[config.mk]
export PLATFORM = sky130hd
export DESIGN_NAME = seg_scan_flat
export DESIGN_NICKNAME = d
export VERILOG_FILES = /design/src/rtl/seg_scan_if.sv /design/src/rtl/seg_scan.sv /design/src/flat_wrapper.sv
export SDC_FILE = /design/constraint.sdc
export NUM_CORES = 1
export LEC_CHECK = 0
export BUFFER_PORTS_ARGS = -buffer_cell sky130_fd_sc_hd__buf_2
export CAP_MARGIN = 10
export CORE_ASPECT_RATIO = 1.1
export CORE_MARGIN = 4
export CORE_UTILIZATION = 62
export DETAILED_ROUTE_END_ITERATION = 10
export PLACE_DENSITY = 0.83
export SYNTH_ARGS = -nofsm -noshare
export SYNTH_HDL_FRONTEND = slang
export SYNTH_SLANG_ARGS = --single-unit
[constraint.sdc]
create_clock -name CLK -period 5.4 [get_ports CLK]
set_clock_uncertainty 0.1 [all_clocks]
set_input_delay 1.08 -clock CLK [delete_from_list [all_inputs] [get_ports CLK]]
set_output_delay 1.08 -clock CLK [all_outputs]
set_load 0.01 [all_outputs]
[src/rtl/seg_scan_if.sv]
// seg_scan_if: valid/ready word channel between a data producer and the
// seg_scan display driver. The producer uses the master modport and the
// display driver uses the slave modport.
interface seg_scan_if;
    logic [15:0] data_in;
    logic        data_valid;
    logic        data_ready;

    modport master (
        output data_in,
        output data_valid,
        input  data_ready
    );

    modport slave (
        input  data_in,
        input  data_valid,
        output data_ready
    );
endinterface

[src/rtl/seg_scan.sv]
// seg_scan: time-multiplexed 4-digit seven-segment driver.
// A 16-bit hex word is buffered in a one-entry pending register and copied
// into the display register only at a frame boundary, so a frame never mixes
// old and new digits. Each digit slot is 2^CLK_DIV_W cycles long and starts
// with BLANK_CYCLES cycles of dead time to suppress ghosting.
// Optional feature: define SEG_SCAN_LZS_EN for leading-zero suppression.
module seg_scan #(
    parameter int CLK_DIV_W    = 16,
    parameter int BLANK_CYCLES = 4
) (
    input  logic         CLK,
    input  logic         RST_N,
    seg_scan_if.slave    bus,
    output logic [6:0]   seg,
    output logic [3:0]   segen
);

    typedef enum logic {
        BLANK,
        DRIVE
    } state_t;

    localparam logic [CLK_DIV_W-1:0] BLANK_LAST = CLK_DIV_W'(BLANK_CYCLES - 1);
    localparam logic [CLK_DIV_W-1:0] SLOT_LAST  = {CLK_DIV_W{1'b1}};

    state_t               state;
    logic [CLK_DIV_W-1:0] slot_cnt;
    logic [1:0]           digit;
    logic [15:0]          pending;
    logic [15:0]          disp;
    logic                 pend_full;
    logic                 ready_q;
    logic [3:0]           cur_nib;
    logic                 suppress;
    logic                 frame_end;

    // Hex nibble to a..g segment pattern (bit6 = a, bit0 = g).
    function automatic logic [6:0] decode(input logic [3:0] nib);
        logic [6:0] pat;
        case (nib)
            4'h0: pat = 7'h7E;
            4'h1: pat = 7'h30;
            4'h2: pat = 7'h6D;
            4'h3: pat = 7'h79;
            4'h4: pat = 7'h33;
            4'h5: pat = 7'h5B;
            4'h6: pat = 7'h5F;
            4'h7: pat = 7'h70;
            4'h8: pat = 7'h7F;
            4'h9: pat = 7'h7B;
            4'hA: pat = 7'h77;
            4'hB: pat = 7'h1F;
            4'hC: pat = 7'h4E;
            4'hD: pat = 7'h3D;
            4'hE: pat = 7'h4F;
            default: pat = 7'h47;
        endcase
        return pat;
    endfunction

    assign bus.data_ready = ready_q;
    assign frame_end      = (state == DRIVE) && (slot_cnt == SLOT_LAST) && (digit == 2'd3);

    // Select the nibble of the displayed word that belongs to the current digit.
    always_comb begin
        cur_nib = disp[{digit, 2'b00} +: 4];
    end

    // Decide whether the current digit is a leading zero that must stay dark.
    always_comb begin
        suppress = 1'b0;
`ifdef SEG_SCAN_LZS_EN
        case (digit)
            2'd3:    suppress = (disp[15:12] == 4'h0);
            2'd2:    suppress = (disp[15:8]  == 8'h00);
            2'd1:    suppress = (disp[15:4]  == 12'h000);
            default: suppress = 1'b0;
        endcase
`else
        suppress = 1'b0;
`endif
    end

    // Slot timer, digit scan FSM and registered segment/enable outputs.
    always_ff @(posedge CLK or negedge RST_N) begin
        if (!RST_N) begin
            state    <= BLANK;
            slot_cnt <= '0;
            digit    <= 2'd0;
            seg      <= 7'h00;
            segen    <= 4'h0;
        end else begin
            slot_cnt <= slot_cnt + 1'b1;
            case (state)
                BLANK: begin
                    if (slot_cnt == BLANK_LAST) begin
                        state <= DRIVE;
                        if (suppress) begin
                            seg   <= 7'h00;
                            segen <= 4'h0;
                        end else begin
                            seg   <= decode(cur_nib);
                            segen <= 4'b0001 << digit;
                        end
                    end
                end
                DRIVE: begin
                    if (slot_cnt == SLOT_LAST) begin
                        state <= BLANK;
                        digit <= digit + 1'b1;
                        seg   <= 7'h00;
                        segen <= 4'h0;
                    end
                end
                default: begin
                    state <= BLANK;
                    seg   <= 7'h00;
                    segen <= 4'h0;
                end
            endcase
        end
    end

    // One-entry input buffer; its word moves to the display only at a frame boundary.
    always_ff @(posedge CLK or negedge RST_N) begin
        if (!RST_N) begin
            pending   <= 16'h0000;
            disp      <= 16'h0000;
            pend_full <= 1'b0;
            ready_q   <= 1'b1;
        end else if (frame_end && pend_full) begin
            disp      <= pending;
            pend_full <= 1'b0;
            ready_q   <= 1'b1;
        end else if (bus.data_valid && ready_q) begin
            pending   <= bus.data_in;
            pend_full <= 1'b1;
            ready_q   <= 1'b0;
        end
    end

endmodule

[src/flat_wrapper.sv]
// flat-port wrapper written by rule: the top's interface ports become plain ports
module seg_scan_flat 
#(
    parameter int CLK_DIV_W    = 16,
    parameter int BLANK_CYCLES = 4
)
  (CLK, RST_N, seg, segen, bus_data_in, bus_data_valid, bus_data_ready);
  seg_scan_if bus_i ();
  input  logic CLK;
  input  logic RST_N;
  output logic [6:0] seg;
  output logic [3:0] segen;
  input wire logic [$bits(bus_i.data_in)-1:0] bus_data_in;
  input wire logic [$bits(bus_i.data_valid)-1:0] bus_data_valid;
  output wire logic [$bits(bus_i.data_ready)-1:0] bus_data_ready;
  assign bus_i.data_in = bus_data_in;
  assign bus_i.data_valid = bus_data_valid;
  assign bus_data_ready = bus_i.data_ready;
  seg_scan #(.CLK_DIV_W(CLK_DIV_W), .BLANK_CYCLES(BLANK_CYCLES)) u_core (.CLK(CLK), .RST_N(RST_N), .bus(bus_i), .seg(seg), .segen(segen));
endmodule
# Word level (Yosys, flattened, before mapping)
# Memories as Yosys holds them, arrays and structs flattened.
# Cells that the tools add are included.
[word_totals] regBits=64 romBits=112 inputBits=19 n_memories=1
[classes] add_sub_neg=2 mux=13 n_shift=2 reduce_logical=8 n_eq_ne=5 bitwise_logic=2
[memory_table] name="(name not given)" depth=16 word_bits=7 read_ports=1 rd_ports_with_merged_regs=0 write_ports=0 line="seg_scan.sv:40" source="case (nib)"
[op_table] op="16-bit by 1-bit adder with 16-bit output, second input constant" count=1
[op_table] op="16-bit == test, second input constant" count=1
[op_table] op="16-bit by 2-bit == test with 1-bit output, second input constant" count=1
[op_table] op="16-bit by 5-bit indexed part select with 4-bit output" count=1
[op_table] op="7-bit two-way mux" count=2
[op_table] op="7-bit case mux with 2 select lines" count=1
[op_table] op="4-bit two-way mux" count=2
[op_table] op="4-bit case mux with 2 select lines" count=1
[op_table] op="1-bit two-way mux" count=6
[op_table] op="2-bit AND reduction" count=3
[op_table] op="1-bit logical AND" count=4
[op_table] op="1-bit by 2-bit << shifter with 4-bit output, first input constant" count=1
[op_table] op="2-bit by 1-bit adder with 2-bit output, second input constant" count=1
[op_table] op="2-bit == test, second input constant" count=1
[op_table] op="2-bit by 1-bit inequality test with 1-bit output, second input constant" count=1
[op_table] op="2-bit inequality test, second input constant" count=1
[op_table] op="1-bit inverter" count=2
[op_table] op="1-bit case mux with 2 select lines" count=1
[op_table] op="2-bit nonzero test" count=1

# Depth between registers and ports, before layout
# Gate-level depths: netlist of the first run.
[depth] word_depth=6 depth_mapped=8

# Worst setup path before layout of the first run
# Ideal clock, no wire load.
[synth_path] path_type="reg2reg" startpoint="register u_core.digit[0]" endpoint="register u_core.seg[6]" period_less_slack_ns=2.348 required_ns=5.217 path_stages_with_launch=7 arrival_time_ns=2.164 path_buffers=1 slack_ns=3.052 cell_sequence="dfrtp_1 clkbuf_1 mux4_2 ha_1 or3b_2 o221a_2 o22ai_1"
[synth_between] elab_chain_cells=4
[synth_rtl] element="from (decl)" line="seg_scan.sv:28" source="logic [1:0] digit;"
[synth_rtl] element="from (signal assigned)" line="seg_scan.sv:110" source="digit <= digit + 1'b1;"
[synth_rtl] element="16-bit by 5-bit indexed part select with 4-bit output" line="seg_scan.sv:66" source="cur_nib = disp[{digit, 2'b00} +: 4];"
[synth_rtl] element="memory 16 x 7 bit"
[synth_rtl] element="7-bit two-way mux" line="seg_scan.sv:96" source="if (slot_cnt == BLANK_LAST) begin"
[synth_rtl] element="7-bit case mux with 2 select lines" line="seg_scan.sv:94" source="case (state)"
[synth_rtl] element="to (signal assigned)" line="seg_scan.sv:102" source="seg <= decode(cur_nib);"
[synth_rtl] element="to (decl)" line="seg_scan.sv:14" source="output logic [6:0] seg,"
# Every way passes these cells. The select of a mux whose other input is x is not followed.
# A chain may end at the register's enable or synchronous reset.

# Worst setup path in the final report of the first run
[layout_path] startpoint="register u_core.slot_cnt[0]" endpoint="register u_core.pending[4]"
[layout_between] elab_chain_cells=6
[layout_rtl] element="from (decl)" line="seg_scan.sv:27" source="logic [CLK_DIV_W-1:0] slot_cnt;"
[layout_rtl] element="from (signal assigned)" line="seg_scan.sv:93" source="slot_cnt <= slot_cnt + 1'b1;"
[layout_rtl] element="16-bit == test" line="seg_scan.sv:62" source="assign frame_end = (state == DRIVE) && (slot_cnt == SLOT_LAST) && (digit == 2'd3);"
[layout_rtl] element="1-bit logical AND (2 in a row)" line="seg_scan.sv:62"
[layout_rtl] element="1-bit logical AND" line="seg_scan.sv:131" source="end else if (frame_end && pend_full) begin"
[layout_rtl] element="1-bit inverter (no line)"
[layout_rtl] element="2-bit AND reduction (no line)"
[layout_rtl] element="to (signal assigned)" line="seg_scan.sv:136" source="pending <= bus.data_in;"
[layout_rtl] element="to (decl)" line="seg_scan.sv:29" source="logic [15:0] pending;"
# Every way passes these cells.

==> results of run 1 <==
-- placed cells by master, fill, tap and decap left out, types with 2 or more instances in the layout --
master	Yosys	routed
dfrtp_1	63	63
nand4_1	3	3
mux2i_1	7	7
xor2_1	8	8
ha_1	11	11
xnor2_1	8	8
nand3_1	7	7
clkbuf_8	0	11
and3_1	6	6
o221ai_1	3	3
clkinv_2	0	2
inv_1	11	11
o22ai_1	5	5
buf_2	2	30
nand2_1	20	20
nor4_1	4	4
nor2_1	4	4
mux2_2	33	33
o21ai_0	9	9
bufinv_16	0	2
mux4_2	4	4
-- where the power goes --
group | leakage, nW | switching [mW] | total [mW] | internal (mW)
clock network | 0.119 | 0.181 | 0.466 | 0.284
registers | 0.835 | 0 | 0.479 | 0.479
logic | 0.726 | 0.0107 | 0.0158 | 0.00509
-- cells by family after synthesis --
family                     after synthesis  share of synthesized area [%]
AOI/OAI and AO/OA                       21                          5.189
xor gates and xnor gates                16                          4.764
adders and majority gates               11                          4.679
buffers and inverters                   19                          3.020
DFF                                     64                          54.49
muxes                                   44                          18.08
and+or+nand+nor                         53                          9.783
-- worst max-delay path: stages, from the launching register on --
cell	delay [ns]
dfrtp_1	0.39
ha_1	0.24
nand2_1	0.12
or4_4	0.54
o311ai_4	0.80
mux2_2	0.42
-- synthesized netlist by cell type, types with 2 or more instances --
master     n
mux4_2     4
o221ai_1   3
xnor2_1    8
o21ai_0    9
mux2_2    33
mux2i_1    7
nor2_1     4
xor2_1     8
inv_1     11
dfrtp_1   63
nor4_1     4
buf_6      2
buf_2      2
nand4_1    3
ha_1      11
and3_1     6
clkbuf_1   4
o22ai_1    5
nand2_1   20
nand3_1    7
-- sequential cells by signal, summed over array words and instances (netlist names) --
name                   count
u_core.pending            16
u_core.pend_full           1
u_core.state               1
u_core.seg                 7
u_core.slot_cnt           16
u_core.bus.data_ready      1
u_core.segen               4
u_core.disp               16
u_core.digit               2
-- through the flow --
stage	instance area, um^2	hold slack (ns)
final	3352	0.3775
after global routing	3352	0.4229
after CTS	3352	0.3809
after detailed placement	3122	0.3692
after global placement	3122	0.3559
after floorplan	2942	0.3429
-- area by class of cell --
cell class                      count  share of cell area (%)
Clock buffer                       11                   4.517
Clock inverter                      5                   2.352
Inverter                           11                   1.232
Multi-Input combinational cell    145                   37.29
Sequential cell                    64                   47.82
Tap cell                           56                   2.090
Timing Repair Buffer               31                   4.703
-- routing by layer --
layer  GRT usage [%]  vias up  share of wire (%)
met5               0        -                  0
met4           11.59        0                2.7
met3           4.130       14                3.3
met2           29.61       36                 49
met1           27.46      886                 45
li1                -      873                  -
-- worst paths after layout --
path                                                    from                       endpoint  slack, ns  depth (start not counted)
worst max-delay path            u_core.slot_cnt[0]$_DFF_PN0_  u_core.pending[4]$_DFFE_PN0P_       2.68                          5
worst min-delay path            u_core.slot_cnt[0]$_DFF_PN0_   u_core.slot_cnt[0]$_DFF_PN0_       0.38                          1
worst max register to register  u_core.slot_cnt[0]$_DFF_PN0_  u_core.pending[4]$_DFFE_PN0P_       2.68                          5
worst min register to register  u_core.slot_cnt[0]$_DFF_PN0_   u_core.slot_cnt[0]$_DFF_PN0_       0.38                          1
max in group asynchronous                              RST_N   u_core.slot_cnt[2]$_DFF_PN0_       3.88                          2
min in group asynchronous                              RST_N      u_core.seg[4]$_DFFE_PN0P_       0.79                          2
==> summary by stage, run 1 <==
STA
The worst max-slew margin expressed relative to the limit is 39.79%. The final-layout setup total negative slack is 0 ns. The setup-violating endpoint count in the final report is 0. Setup slack on the critical path of the routed design comes to between 2 and 3 ns.

The total count of hold-check failures in the final report is 0. For the pin with the worst max-slew slack, the measured transition is approximately 0.9 ns. The max-slew violation total from the final report is 0. The final period demand of the worst path is roughly 2.7 ns.

Setup repair after global routing left no endpoint under its margin. Derived from the worst setup path, the maximum achievable clock frequency is 0.3671 GHz. After layout, the worst path uses between 50% and 60% of the clock period.

Clock tree
The clock drives 64 sinks. The H-tree depth reported by CTS is 3. The clock insertion delay at the later pin of the skew report is ~0.33 ns. The total CTS buffers is 9. The CTS tree is built. The number of cells upsized or downsized after cts is 0.

After clock tree synthesis, the clock-pin slew on the worst setup and hold paths is about 0.070 ns. Counting along the longest clock path gives a buffer depth of 2. For this design, the CTS-stage hold fixing added 0 buffers. The number of buffers inserted to repair setup after CTS is 0. In this run the clock root is driven by a clkbuf_8.

Synth
The post-synthesis area per instance is between 10 and 15 um^2. The synthesized netlist contains 34 unique library cells. The synthesized design contains 64 register bits. The mapped cell area is around 0.0029 mm^2.

The post-synthesis net count is 258. Ranked by total cell area, the synthesized netlist is headed by dfrtp_1 54%, mux2_2 13%, ha_1 4.7%, mux4_2 3.1%, nand2_1 2.6%. Synthesis produced a netlist whose cell count is between 200 and 250.

The cell accounting for the most synthesized area is dfrtp_1. The number of warning messages in the yosys log is 0. The proportion of synthesized chip area in sequential cells is between 50% and 60%. Of all flip-flops after synthesis, the portion carrying an async set or reset was 100.0%. The share of the synthesized area in the top cell type is 53.59%.

The predominant post-synthesis flop cell is dfrtp_1. The number of synthesized flops with an enable pin is 0.

Cells and area
In the final design database the tool counted about 300 nets. The area growth from synthesis to layout is 13.95%. The share of post-route cells with drive strength above 1 is approximately a third. In the final layout, flip-flops and latches occupy about 0.0016 mm^2. The number of inserted diodes is 0. For this run, the share of the core covered by cells in the final layout is 72.56%. In the final layout, the multi-input gates occupy around 0.0012 mm^2.

The total of fill cells in the finished design is around 320. The count of cells in the finished layout, fillers not included, comes to ~320.

Routing
The starting DRC count in detailed routing is 65. After detailed routing, the number of vias per cell comes to 5.601. The first detailed-routing pass ran for 4 iterations. The vias after detailed routing is between 1,500 and 2,000.

The routed length per instance is about 16 um. Summed over all layers, the routed wires come to approximately 5200 um. The residual antenna-violating net count after detailed routing is 0. The number of DRC violations after detailed routing is 0.

Global routing
Summed over all layers, the global routing overflow is 0. The number of global-route vias before repair is ~1,800. The total global-route track usage is 20.11%. The number of antenna violations at the first check in global routing is 0. Entering global routing, the biggest net connects 65 pins.

The first-pass GRT wire length is 8783 um.

Floorplan
After floorplanning, the core was sized to cover ~0.0046 mm^2. The floorplan step set the die height to 80.24 um. After floorplanning, the core was divided into 26 placement rows.

The die is 73.68 um wide. For this configuration, the core starts out at a cell density of around 64%. The floorplan step defined a die boundary enclosing 0.005912 mm^2. For this design the top-level I/O count stands at 31.

Critical path
The worst setup path is captured at a flip-flop. The largest fanout on the critical path is 16. The kind of critical path is reg2reg. The data required time at the worst endpoint is around 5.5 ns.

Data on the critical path arrives at its endpoint at roughly 2.9 ns. The worst setup path is launched from a flip-flop.

Power
Power spread over the standard cell area amounts to roughly 290 mW/mm^2. The total power is 960.8 uW. In this run the static leakage power is roughly 1.7 nW. The peak supply drop is around 0.21 mV.

Place
OpenSTA, run right after detailed placement, puts the worst setup slack at between 2 and 3 ns. The number of buffers inserted by port buffering is 30. After detailed placement, the design holds a cell count of between 300 and 400.

The congestion estimate from routability-driven global placement came to between 0.7 and 0.8. The half-perimeter wire length of the detailed placement result is roughly 3600 um.

Worst hold path
In this run the worst hold path is classified as reg2reg.

Outcome
The flow ran to the end, and the final reports show no timing, DRC or antenna violations.

Job
The tool flagged a number of max-cap violations equal to 0.
(Power assumes the default switching activity.)
==> run 2: changes to the inputs <==
Settings changed: ABC_AREA set to 1, CORE_UTILIZATION 62 to 53, PLACE_DENSITY 0.83 to 0.76.
Clock period 5.4 ns to 2.41 ns, I/O delays scaled along.
==> run 2 against run 1 <==
Net effect: maximum frequency is 35% higher; critical path depth is 6 higher; sequential power grew to 2.5 times the previous value; global-route usage is 2.1 points lower; critical endpoint is now u_core.seg[3]$_DFFE_PN0P_; first-iteration DRC count is 45% higher; largest power group unchanged; highest routed layer unchanged; cell area is 6.9% higher; setup slack worse by 2.3 ns.
==> summary by stage, run 2 <==
Power
The areal power density over the cells came to 650.9 mW/mm^2 (+130%). The total power is 2.332 mW (+140%). The standby leakage power was 1.842 nW (+9.6%). The peak supply drop was 0.4541 mV (+120%).

Global routing
The total global-route track usage is 18.01% (-2.1 points). The sum of overflow across all layers after global routing is 0 (unchanged). The number of global-route vias before repair is 2,394 (+30%). The largest net degree at the start of global routing came to 42 (-35%). The first-pass GRT wire length came to 9984 um (+14%). The number of antenna violations at the first check in global routing is 0 (unchanged).

Routing
The routed length per instance is 11.29 um (-30%). The number of DRC violations after detailed routing is 0 (unchanged). The vias after detailed routing is 2,475 (+37%).

The residual antenna-violating net count after detailed routing is 0 (unchanged). The total iterations of the first detailed-routing run is 4 (unchanged). The post-detailed-route via-to-cell ratio is 4.940 (-12%). The starting DRC count in detailed routing is 94 (+45%). The total routed wirelength is 5658 um (+9.3%).

Synth
The dominant cell by count in the synthesized netlist is nand2_1. The share of the synthesized area in the top cell type came to 50.28% (-3.3 points). The largest total area in the synthesized netlist belongs to dfrtp_1. The count of cell types in the netlist is 25 (-26%).

The number of warning messages in the yosys log is 0 (unchanged). By area the synthesized netlist is led by dfrtp_1 50%, nand2_1 16%, nand3_1 7.0%, inv_1 4.8%, ha_1 4.4%. The post-synthesis area per instance came to 8.165 um^2 (-37%). The number of synthesized flops with an enable pin is 0 (unchanged). The post-synthesis net count is 414 (+60%).

The share of synthesized registers carrying an async set or reset is 100.0% (unchanged). The number of flip-flops and latches in the synthesized netlist is 64 (unchanged). The proportion of synthesized chip area in sequential cells came to 51.12% (-3.4 points). The predominant post-synthesis flop cell is dfrtp_1. The gate count after technology mapping is 384 (+68%). Ranked by instance count, the synthesized netlist is headed by 137 x nand2_1, 63 x dfrtp_1, 44 x nand3_1, 40 x inv_1, 23 x nor2_1. The mapped cell area was 0.003136 mm^2 (+6.6%).

Clock tree
The master cell of the clock root buffer is clkbuf_8. The number of clock sinks seen by CTS is 64 (unchanged). The number of buffers between clock root and the deepest sink is 2 (unchanged). The total CTS buffers is 9 (unchanged).

The clock transition at the register clock pins on the worst setup and hold paths after CTS came to 0.07 ns (about the same). The clock insertion delay at the later pin of the skew report is 0.34 ns (about the same). The H-tree depth reported by CTS came to 3 (unchanged). The number of buffers inserted to repair setup after CTS is 0 (unchanged). The total of hold buffers inserted after clock tree synthesis is 0 (unchanged).

TritonCTS built the clock tree. The number of cells upsized or downsized after cts is 0 (unchanged).

Place
The pre-CTS setup slack is 0.4079 ns (-2.297 ns). The half-perimeter wire length of the detailed placement result came to 4059 um (+14%). The number of buffers inserted by port buffering was 30 (unchanged). The final weighted congestion of routability-driven global placement is 0.8507 (+8.8%).

STA
The hold slack is 0.02116 ns (-0.3563 ns). The setup-violating endpoint count in the final report is 0 (unchanged). The worst max-slew margin expressed relative to the limit came to 63.96% (+24 points). The max-slew violation total from the final report is 0 (unchanged).

The final-layout setup total negative slack is 0 ns (unchanged). The final period demand of the worst path is 2.019 ns (-0.7052 ns). The minimum setup slack in the final design was 0.3911 ns (-2.285 ns). The achievable frequency is 0.4953 GHz (+35%). The final critical-path share of the clock period is 83.77% (+33 points). Setup repair after global routing left no endpoint under its margin. The total count of hold-check failures in the final report is 0 (unchanged).

The worst-margin pin slew is 0.5406 ns (-0.3604 ns).

Floorplan
The area of the die is 0.007212 mm^2 (+22%). The number of I/O pins is 31 (unchanged). The die width was 81.34 um (+10%). The total core area is 0.005769 mm^2 (+25%). The die outline height is 88.67 um (+11%). The starting density of the core is 54.35% (-9.3 points). The row count is 29 (+12%).

Critical path
The stage delay of the slowest cell on the critical path is 0.58 ns (-0.22 ns). The critical path is of the reg2reg type. STA classifies the critical path startpoint as a flip-flop. The largest fanout on the critical path came to 12 (-4). The buffer and inverter count on the worst path was 2 (+2). Among cell families on the critical path, the largest total delay comes from simple AND/OR/NAND/NOR gates. The data required time at the worst endpoint is 2.59 ns (-2.93 ns). Walking the worst path, the cells encountered are inv_2, nand2_1, nand3_1, nand2_1, inv_1, ha_1, nand3_1, nand2_1, nand2_1, nand3_1, nand2_1. The arrival time of data at the critical path endpoint was 2.20 ns (-0.65 ns). The cell with the biggest individual delay on the critical path is dfrtp_1. STA classifies the critical path endpoint as a flip-flop. By instance count, the cell type seen most on the critical path is nand2_1.

Job
The number of max-cap violations is 0 (unchanged).

Cells and area
The largest registers in the layout are u_core.disp (16), u_core.pending (16), u_core.slot_cnt (16). The number of inserted diodes is 0 (unchanged). The total of fill cells in the finished design is 496 (+57%). The final standard cell utilization of the core is 62.11% (-10 points). The area overhead of the layout relative to synthesis is 14.29%.

The commonest non-fill, non-tap cell in the layout is nand2_1. The library cells used most frequently in the layout, excluding fill and tap cells, are 137 x nand2_1, 63 x dfrtp_1, 44 x nand3_1. The post-layout net count is 449 (+54%).

The share of post-route cells with drive strength above 1 is 13.92% (-21 points).

Outcome
The run finished with clean final reports.

Worst hold path
The min-delay analysis places its worst path in the category in2async.
-- run 2: cell count changes in the layout (fill, tap and decap cells not counted), sizes merged, moves of 6 or more --
| cell | delta |
|---|---|
| and3 | -6 |
| inv | +30 |
| mux2 | -33 |
| mux2i | -7 |
| nand2 | +121 |
| nand3 | +36 |
| nor2 | +22 |
| o21ai | +10 |
| xnor2 | -8 |
-- run 2: metal layers --
| layer | global-route usage, % | wire length (um) | up-vias |
|---|---|---|---|
| li1 | - | - | 1267 |
| met5 | 0 | 0 | - |
| met1 | 22.07 | 2675 | 1132 |
| met4 | 11.37 | 146 | 0 |
| met2 | 29.41 | 2551 | 66 |
| met3 | 3.055 | 284 | 10 |
-- run 2: per-stage QoR --
stage | cells | instance area [um^2]
3_5_place_dp | 485 | 3373
3_3_place_gp | 485 | 3373
5_1_grt | 501 | 3583
2_1_floorplan | 384 | 3136
6_report | 501 | 3583
4_1_cts | 501 | 3583
-- run 2: path summary, 6_finish.rpt --
check | start | endpoint | slack [ns] | depth (start not counted)
max | u_core.digit[0]$_DFFE_PN0P_ | u_core.seg[3]$_DFFE_PN0P_ | 0.39 | 11
min | RST_N | u_core.slot_cnt[11]$_DFF_PN0_ | 0.02 | 1
max reg2reg | u_core.digit[0]$_DFFE_PN0P_ | u_core.seg[3]$_DFFE_PN0P_ | 0.39 | 11
min reg2reg | u_core.slot_cnt[0]$_DFF_PN0_ | u_core.slot_cnt[0]$_DFF_PN0_ | 0.35 | 1
max in group asynchronous | RST_N | u_core.bus.data_ready$_DFFE_PN1P_ | 1.54 | 2
min in group CLK | bus_data_in[9] | u_core.pending[9]$_DFFE_PN0P_ | 0.27 | 3
-- run 2: report_power, final --
part,switching (mW),internal [mW],total [mW]
registers,0.0517,1.17,1.22
clock network,0.389,0.563,0.952
logic,0.0984,0.0634,0.162
-- run 2: layout make-up --
cell class | count | area (um^2) | share of cell area [%]
Clock inverter | 2 | 37.54 | 1.047
Multi-Input combinational cell | 267 | 1308 | 36.49
Timing Repair Buffer | 34 | 205.2 | 5.726
Clock buffer | 14 | 172.7 | 4.818
Inverter | 43 | 161.4 | 4.504
Tap cell | 77 | 96.34 | 2.689
Sequential cell | 64 | 1603 | 44.73
-- run 2: kinds of logic (layout without fill, tap and decap cells) --
| logic type | Yosys count | after routing | synth area share [%] |
|---|---|---|---|
| simple gates | 223 | 223 | 30.49 |
| flops | 64 | 64 | 51.12 |
| buf+inv | 53 | 93 | 7.183 |
| compound gates | 20 | 20 | 3.192 |
| xor+xnor | 13 | 13 | 3.631 |
| fa+ha+maj | 11 | 11 | 4.389 |
